File: config.mk
export PLATFORM = sky130hd
export DESIGN_NAME = adc_scan_tx
export DESIGN_NICKNAME = d
export VERILOG_FILES = /design/src/rtl/adc_scan_tx.sv
export SDC_FILE = /design/constraint.sdc
export NUM_CORES = 1
export LEC_CHECK = 0
export BUFFER_PORTS_ARGS = -buffer_cell sky130_fd_sc_hd__buf_2
export CORE_MARGIN = 1
export CORE_UTILIZATION = 55
export DETAILED_ROUTE_END_ITERATION = 8
export PLACE_DENSITY = 0.81
export SLEW_MARGIN = 40
export SYNTH_ARGS = -nofsm -noshare
export SYNTH_HDL_FRONTEND = slang
export SYNTH_SLANG_ARGS = --single-unit
File: constraint.sdc
create_clock -name clock -period 1.75 [get_ports clock]
set_input_delay 0.2625 -clock clock [delete_from_list [all_inputs] [get_ports clock]]
set_output_delay 0.2625 -clock clock [all_outputs]
set_load 0.05 [all_outputs]
File: src/rtl/adc_scan_tx.sv
// adc_scan_tx: scans N_CHAN multiplexed ADC channels and sends each sample
// as an asynchronous serial frame (start, DATA_W bits MSB first, stop).
// Optional feature macro: ADC_SCAN_TX_PARITY_EN inserts an even-parity bit
// before the stop bit.
module adc_scan_tx #(
   parameter int DATA_W   = 8,
   parameter int N_CHAN   = 8,
   parameter int BAUD_DIV = 105,
   localparam int CH_W    = (N_CHAN > 2) ? $clog2(N_CHAN) : 1
) (
   input  logic              clock,
   input  logic              reset_n,
   input  logic              eoc,
   input  logic [DATA_W-1:0] data_in,
   input  logic              dsr,
   output logic              soc,
   output logic              load_dato,
   output logic              mux_en,
   output logic [CH_W-1:0]   canale,
   output logic              data_out,
   output logic              error,
   output logic              tx_end
);

`ifdef ADC_SCAN_TX_PARITY_EN
   localparam int N_BITS = DATA_W + 3;
`else
   localparam int N_BITS = DATA_W + 2;
`endif
   localparam int BIT_W = $clog2(N_BITS);
   localparam int CNT_W = $clog2(BAUD_DIV);

   typedef enum logic [2:0] {
      S_MUX, S_SETTLE, S_SOC, S_WAIT, S_LOAD, S_NEXT, S_SEND, S_DONE
   } state_t;

   state_t            state, state_nxt;
   logic              capture;
   logic              start_req;
   logic              abort;
   logic              busy;
   logic [BIT_W-1:0]  bit_idx;
   logic [CNT_W-1:0]  baud_cnt;
   logic [DATA_W-1:0] shreg;
`ifdef ADC_SCAN_TX_PARITY_EN
   logic              par;
`endif

   assign capture   = (state == S_WAIT) && !eoc;
   assign start_req = (state == S_SEND);
   assign tx_end    = busy && (bit_idx == BIT_W'(N_BITS - 1))
                           && (baud_cnt == CNT_W'(BAUD_DIV - 1));

   // Scanner state register
   always_ff @(posedge clock or negedge reset_n) begin
      if (!reset_n) state <= S_MUX;
      else          state <= state_nxt;
   end

   // Scanner next-state: the only wait points are the ADC and the frame end
   always_comb begin
      state_nxt = state;
      case (state)
         S_MUX:    state_nxt = S_SETTLE;
         S_SETTLE: state_nxt = S_SOC;
         S_SOC:    state_nxt = S_WAIT;
         S_WAIT:   if (!eoc) state_nxt = S_LOAD;
         S_LOAD:   state_nxt = S_NEXT;
         S_NEXT:   state_nxt = S_SEND;
         S_SEND:   state_nxt = S_DONE;
         S_DONE:   if (tx_end || abort) state_nxt = S_MUX;
         default:  state_nxt = S_MUX;
      endcase
   end

   // Scanner outputs, registered so they hold across the states between set and clear
   always_ff @(posedge clock or negedge reset_n) begin
      if (!reset_n) begin
         soc       <= 1'b0;
         load_dato <= 1'b0;
         mux_en    <= 1'b0;
         canale    <= '0;
      end else begin
         load_dato <= capture;
         if (state == S_MUX) mux_en <= 1'b1;
         if (capture)        mux_en <= 1'b0;
         if (state == S_SOC)  soc <= 1'b1;
         if (state == S_LOAD) soc <= 1'b0;
         if (state == S_NEXT)
            canale <= (canale == CH_W'(N_CHAN - 1)) ? '0 : canale + CH_W'(1);
      end
   end

   // Transmitter: sample capture, dsr handshake, baud timing and bit sequencing
   always_ff @(posedge clock or negedge reset_n) begin
      if (!reset_n) begin
         busy     <= 1'b0;
         abort    <= 1'b0;
         error    <= 1'b0;
         data_out <= 1'b1;
         baud_cnt <= '0;
         bit_idx  <= '0;
         shreg    <= '0;
`ifdef ADC_SCAN_TX_PARITY_EN
         par      <= 1'b0;
`endif
      end else begin
         abort <= 1'b0;
         // capture only happens while the line is idle, so no clash with shifting
         if (capture) begin
            shreg <= data_in;
`ifdef ADC_SCAN_TX_PARITY_EN
            par   <= ^data_in;
`endif
         end
         if (start_req) begin
            if (dsr) begin
               error    <= 1'b0;
               busy     <= 1'b1;
               data_out <= 1'b0;
               baud_cnt <= '0;
               bit_idx  <= '0;
            end else begin
               error <= 1'b1;
               abort <= 1'b1;
            end
         end else if (busy) begin
            if (baud_cnt == CNT_W'(BAUD_DIV - 1)) begin
               baud_cnt <= '0;
               if (bit_idx == BIT_W'(N_BITS - 1)) begin
                  busy     <= 1'b0;
                  bit_idx  <= '0;
                  data_out <= 1'b1;
               end else begin
                  bit_idx <= bit_idx + BIT_W'(1);
                  if (bit_idx < BIT_W'(DATA_W)) begin
                     data_out <= shreg[DATA_W-1];
                     shreg    <= shreg << 1;
                  end
`ifdef ADC_SCAN_TX_PARITY_EN
                  else if (bit_idx == BIT_W'(DATA_W)) data_out <= par;
`endif
                  else data_out <= 1'b1;
               end
            end else begin
               baud_cnt <= baud_cnt + CNT_W'(1);
            end
         end
      end
   end

endmodule

==> flow_summary.yaml <==
cells_and_area:
  nets: 211
  fill_cells: 206
  antenna_cells: 0
  drive_gt1_share_pct: 29.9
  finish.utilization_pct: 70.6
  fin_area_sq_mm: 0.00195
  area_delta_synth_final_pct: 21.4
clocking:
  clk_pin_slew_worst_paths_ns: 0.10
  clk_latency_ns: 0.33
  cts_tree: "done"
  htree_levels: 2
  cts_root_buffer: "clkbuf_4"
  clockBufferDepth: 2
  cts_inserted_buffers: 5
  cts.sinks: 32
placement:
  io_buffers: 20
  dp_slack_ns: 0.0652
  place.gp.congestion: 0.813
  place_area_sq_mm: 0.00172
  dpl.hpwl_mm: 2.08
power:
  clkPwrFrac_pct: 18.4
  combPwrFrac_pct: 40.8
  leakagePower_nw: 0.966
  switching_power_mw: 1.17
  seqPwrFrac_pct: 40.8
  intPower_mw: 1.83
  power.density_mw_per_mm2: 1540
  switching_share_pct: 39.1
  ir_drop_mv: 1.41
timing:
  tightest_slew_ns: 0.700
  hold_slack_ns: 0.119
  worst_clock_skew_ns: 0.0142
  max_slew_margin_pct: 53.3
  rsz0062_at_grt: "true"
  setup_slack_ns: -0.0447
  hold_viol: 0
  slew_viol_final: 0
  maxClockFrequency_mhz: 557
  period_minus_slack_ns: 1.79
  fin_crit_sh_pct: 103
  tns_ns: -0.0447
  finalSetupViolations: 1
yosys:
  ys_warn_count: 0
  ys_async_sr_fraction_pct: 100
  ys_ff_latch: 32
  synth_top_area_share_pct: 48.4
  synthAdderAreaFrac_pct: 4.68
  synth_cells: 155
  yosysMostFrequentCell: "dfrtp_1"
  synthXorXnorAreaFrac_pct: 1.09
  synth-compound-area-share_pct: 13.5
  synth_area_per_cell_sq_um: 10.3
  synthFlopType: "dfrtp_1"
  ys_seq_area_share_pct: 50.0
  synth_area_sq_mm: 0.00160
  synth_edf_count: 0
  synth.area.mux_share_pct: 6.48
  yosys.area.top_type: "dfrtp_1"
  ys_top_cells_by_area: "dfrtp_1 (48%), ha_1 (4.7%), mux2i_1 (4.4%)"
  synth_top_family_by_area: "simple AND/OR/NAND/NOR gates"
  yosysUniqueCellTypes: 36
  syn-num-nets: 173
  synthTopCellsByCount: "dfrtp_1 (31), nor2_1 (15), a21oi_1 (13), nand3_1 (11), nand2_1 (9)"
  synth-simple-area-share_pct: 19.8
worst_hold_path:
  hold_path.class: "input port to flip-flop"
  worstHoldStart: "dsr"
global_routing:
  grt_pass1_vias: 1291
  grt_max_degree: 33
  grt_use_total_pct: 23.4
  grt_pass1_wl_mm: 5.57
  antenna_found_initial: 0
  grt_overflow_total: 0
detailed_routing:
  drc: 0
  ant_nets: 0
  drt_iter0_drc: 90
  drtPass1Iterations: 4
  wirelength_mm: 3.22
  vias: 1288
  wl_per_cell_um: 14.3
  avgViaCountPerCell: 5.72
floorplanning:
  rows: 19
  start_util_pct: 58.1
  core-area_sq_mm: 0.00276
  die-area_sq_mm: 0.00313
  die_y_um: 56.0
  die_w_um: 56.0
  ios: 21
worst_setup_path:
  startpoint: "bit_idx[1]"
  required_ns: 1.49
  critPathArrivalTime_ns: 1.53
  critPathSlowestCell: "dfrtp_1"
  critPathTopFamily: "flip-flops"
  r2r-start: "baud_cnt[0]"
  endpoint_kind: "output port"
  critPathBufInv: 3
  crit_type: "flip-flop to output port"
  path_cells: "inv_1 > ha_2 > and3b_2 > nand4_1 > inv_2 > buf_8"
  max_stage_delay_ns: 0.39
  worstPathMaxFanout: 2
  startpoint_type: "flip-flop"
flow_run:
  drv_cap: 0
status:
  violations: "negative setup slack"
  outcome: "finished, violations left"
==> state kept, by name (all words and copies together) (netlist names), 3 cells and up <==
| register | flops |
|---|---|
| shreg | 8 |
| baud_cnt | 7 |
| bit_idx | 4 |
| canale | 3 |
| state | 3 |
==> worst paths after layout <==
path                                to  slack (ns)  cells past startpoint
setup / recovery                tx_end       -0.04                      6
setup reg to reg           baud_cnt[2]        0.11                      8
min in group asynchronous   bit_idx[2]        0.51                      2
hold / removal                   abort        0.12                      2
hold reg to reg               state[2]        0.49                      1
max in group asynchronous    canale[0]        0.79                      2
==> timing repair <==
item | 4_1_cts | 5_1_grt
gates resized for setup | 8 | 4
pin swaps | 2 | 4
hold endpoints to repair | 31 | 0
buffers inserted | 12 | 4
hold buffers | 1 | 0
setup endpoints to repair | 1 | 7
cloned | 0 | 0
==> worst register-to-register path: cells and delay by family, from the launching register on <==
| kind | cells | cell delay (ns) |
|---|---|---|
| compound gates | 2 | 0.38 |
| buf+inv | 3 | 0.42 |
| simple gates | 2 | 0.21 |
| fa+ha+maj | 1 | 0.19 |
| flops | 1 | 0.36 |
==> power by group through the flow <==
stage / Clock, mW / Sequential, mW / Combinational, mW
after floorplan: 0 / 1.37 / 0.719
after global placement: 0 / 1.22 / 1.04
after detailed placement: 0 / 1.25 / 1.09
after CTS: 0.565 / 1.22 / 1.19
after global routing: 0.596 / 1.25 / 1.35
final: 0.552 / 1.23 / 1.23
==> layout make-up <==
class                      count  area [sq um]  area share (%)
timing repair buffer          38           248            12.7
tap                           31          38.8            1.99
multi-input combinational    109           754            38.8
inverter                       7          26.3            1.35
clock inverter                 2          35.0            1.80
clock buffer                   6          41.3            2.12
sequential                    32           802            41.2
==> per-layer routing <==
layer / share of wire [%] / wire, um / global-route usage, % / up-vias
met2: 49 / 1570 / 36.9 / 37
met1: 43 / 1400 / 28.6 / 618
li1: - / - / - / 623
met5: 0 / 0 / 0 / -
met3: 4.9 / 158 / 5.81 / 10
met4: 2.9 / 95 / 15.0 / 0
==> through the flow <==
step | power [mW] | cells
2_1_floorplan | 2.09 | 155
3_3_place_gp | 2.26 | 202
3_5_place_dp | 2.34 | 202
4_1_cts | 2.97 | 223
5_1_grt | 3.20 | 225
6_report | 3.00 | 225
==> logic make-up (layout without fill, tap and decap cells) <==
logic type / after synthesis / after routing
flops: 32 / 32
mux: 10 / 10
simple gates: 58 / 58
xor+xnor: 2 / 2
compound gates: 33 / 33
fa+ha+maj: 6 / 6
buf+inv: 14 / 53
==> cells in the final DEF, fill, tap and decap left out, types with 2 or more instances in the layout <==
| cell | synthesis | final |
|---|---|---|
| nand3_1 | 11 | 11 |
| buf_4 | 1 | 17 |
| a21o_1 | 2 | 2 |
| nor2_1 | 15 | 15 |
| ha_1 | 6 | 5 |
| nand2b_1 | 4 | 4 |
| a21oi_1 | 13 | 13 |
| buf_2 | 5 | 19 |
| a31oi_1 | 3 | 3 |
| inv_1 | 7 | 6 |
| nand3b_1 | 2 | 2 |
| and3_1 | 2 | 2 |
| o41ai_1 | 2 | 2 |
| mux2_2 | 3 | 3 |
| nor3_1 | 2 | 2 |
| and2_1 | 4 | 3 |
| nand2_1 | 9 | 9 |
| a22o_1 | 2 | 2 |
| dfrtp_1 | 31 | 31 |
| clkbuf_4 | 0 | 5 |
| mux2i_1 | 7 | 7 |
| o21ai_0 | 6 | 5 |
| xnor2_1 | 2 | 2 |
Note: power is estimated with default switching activity, not from simulation.
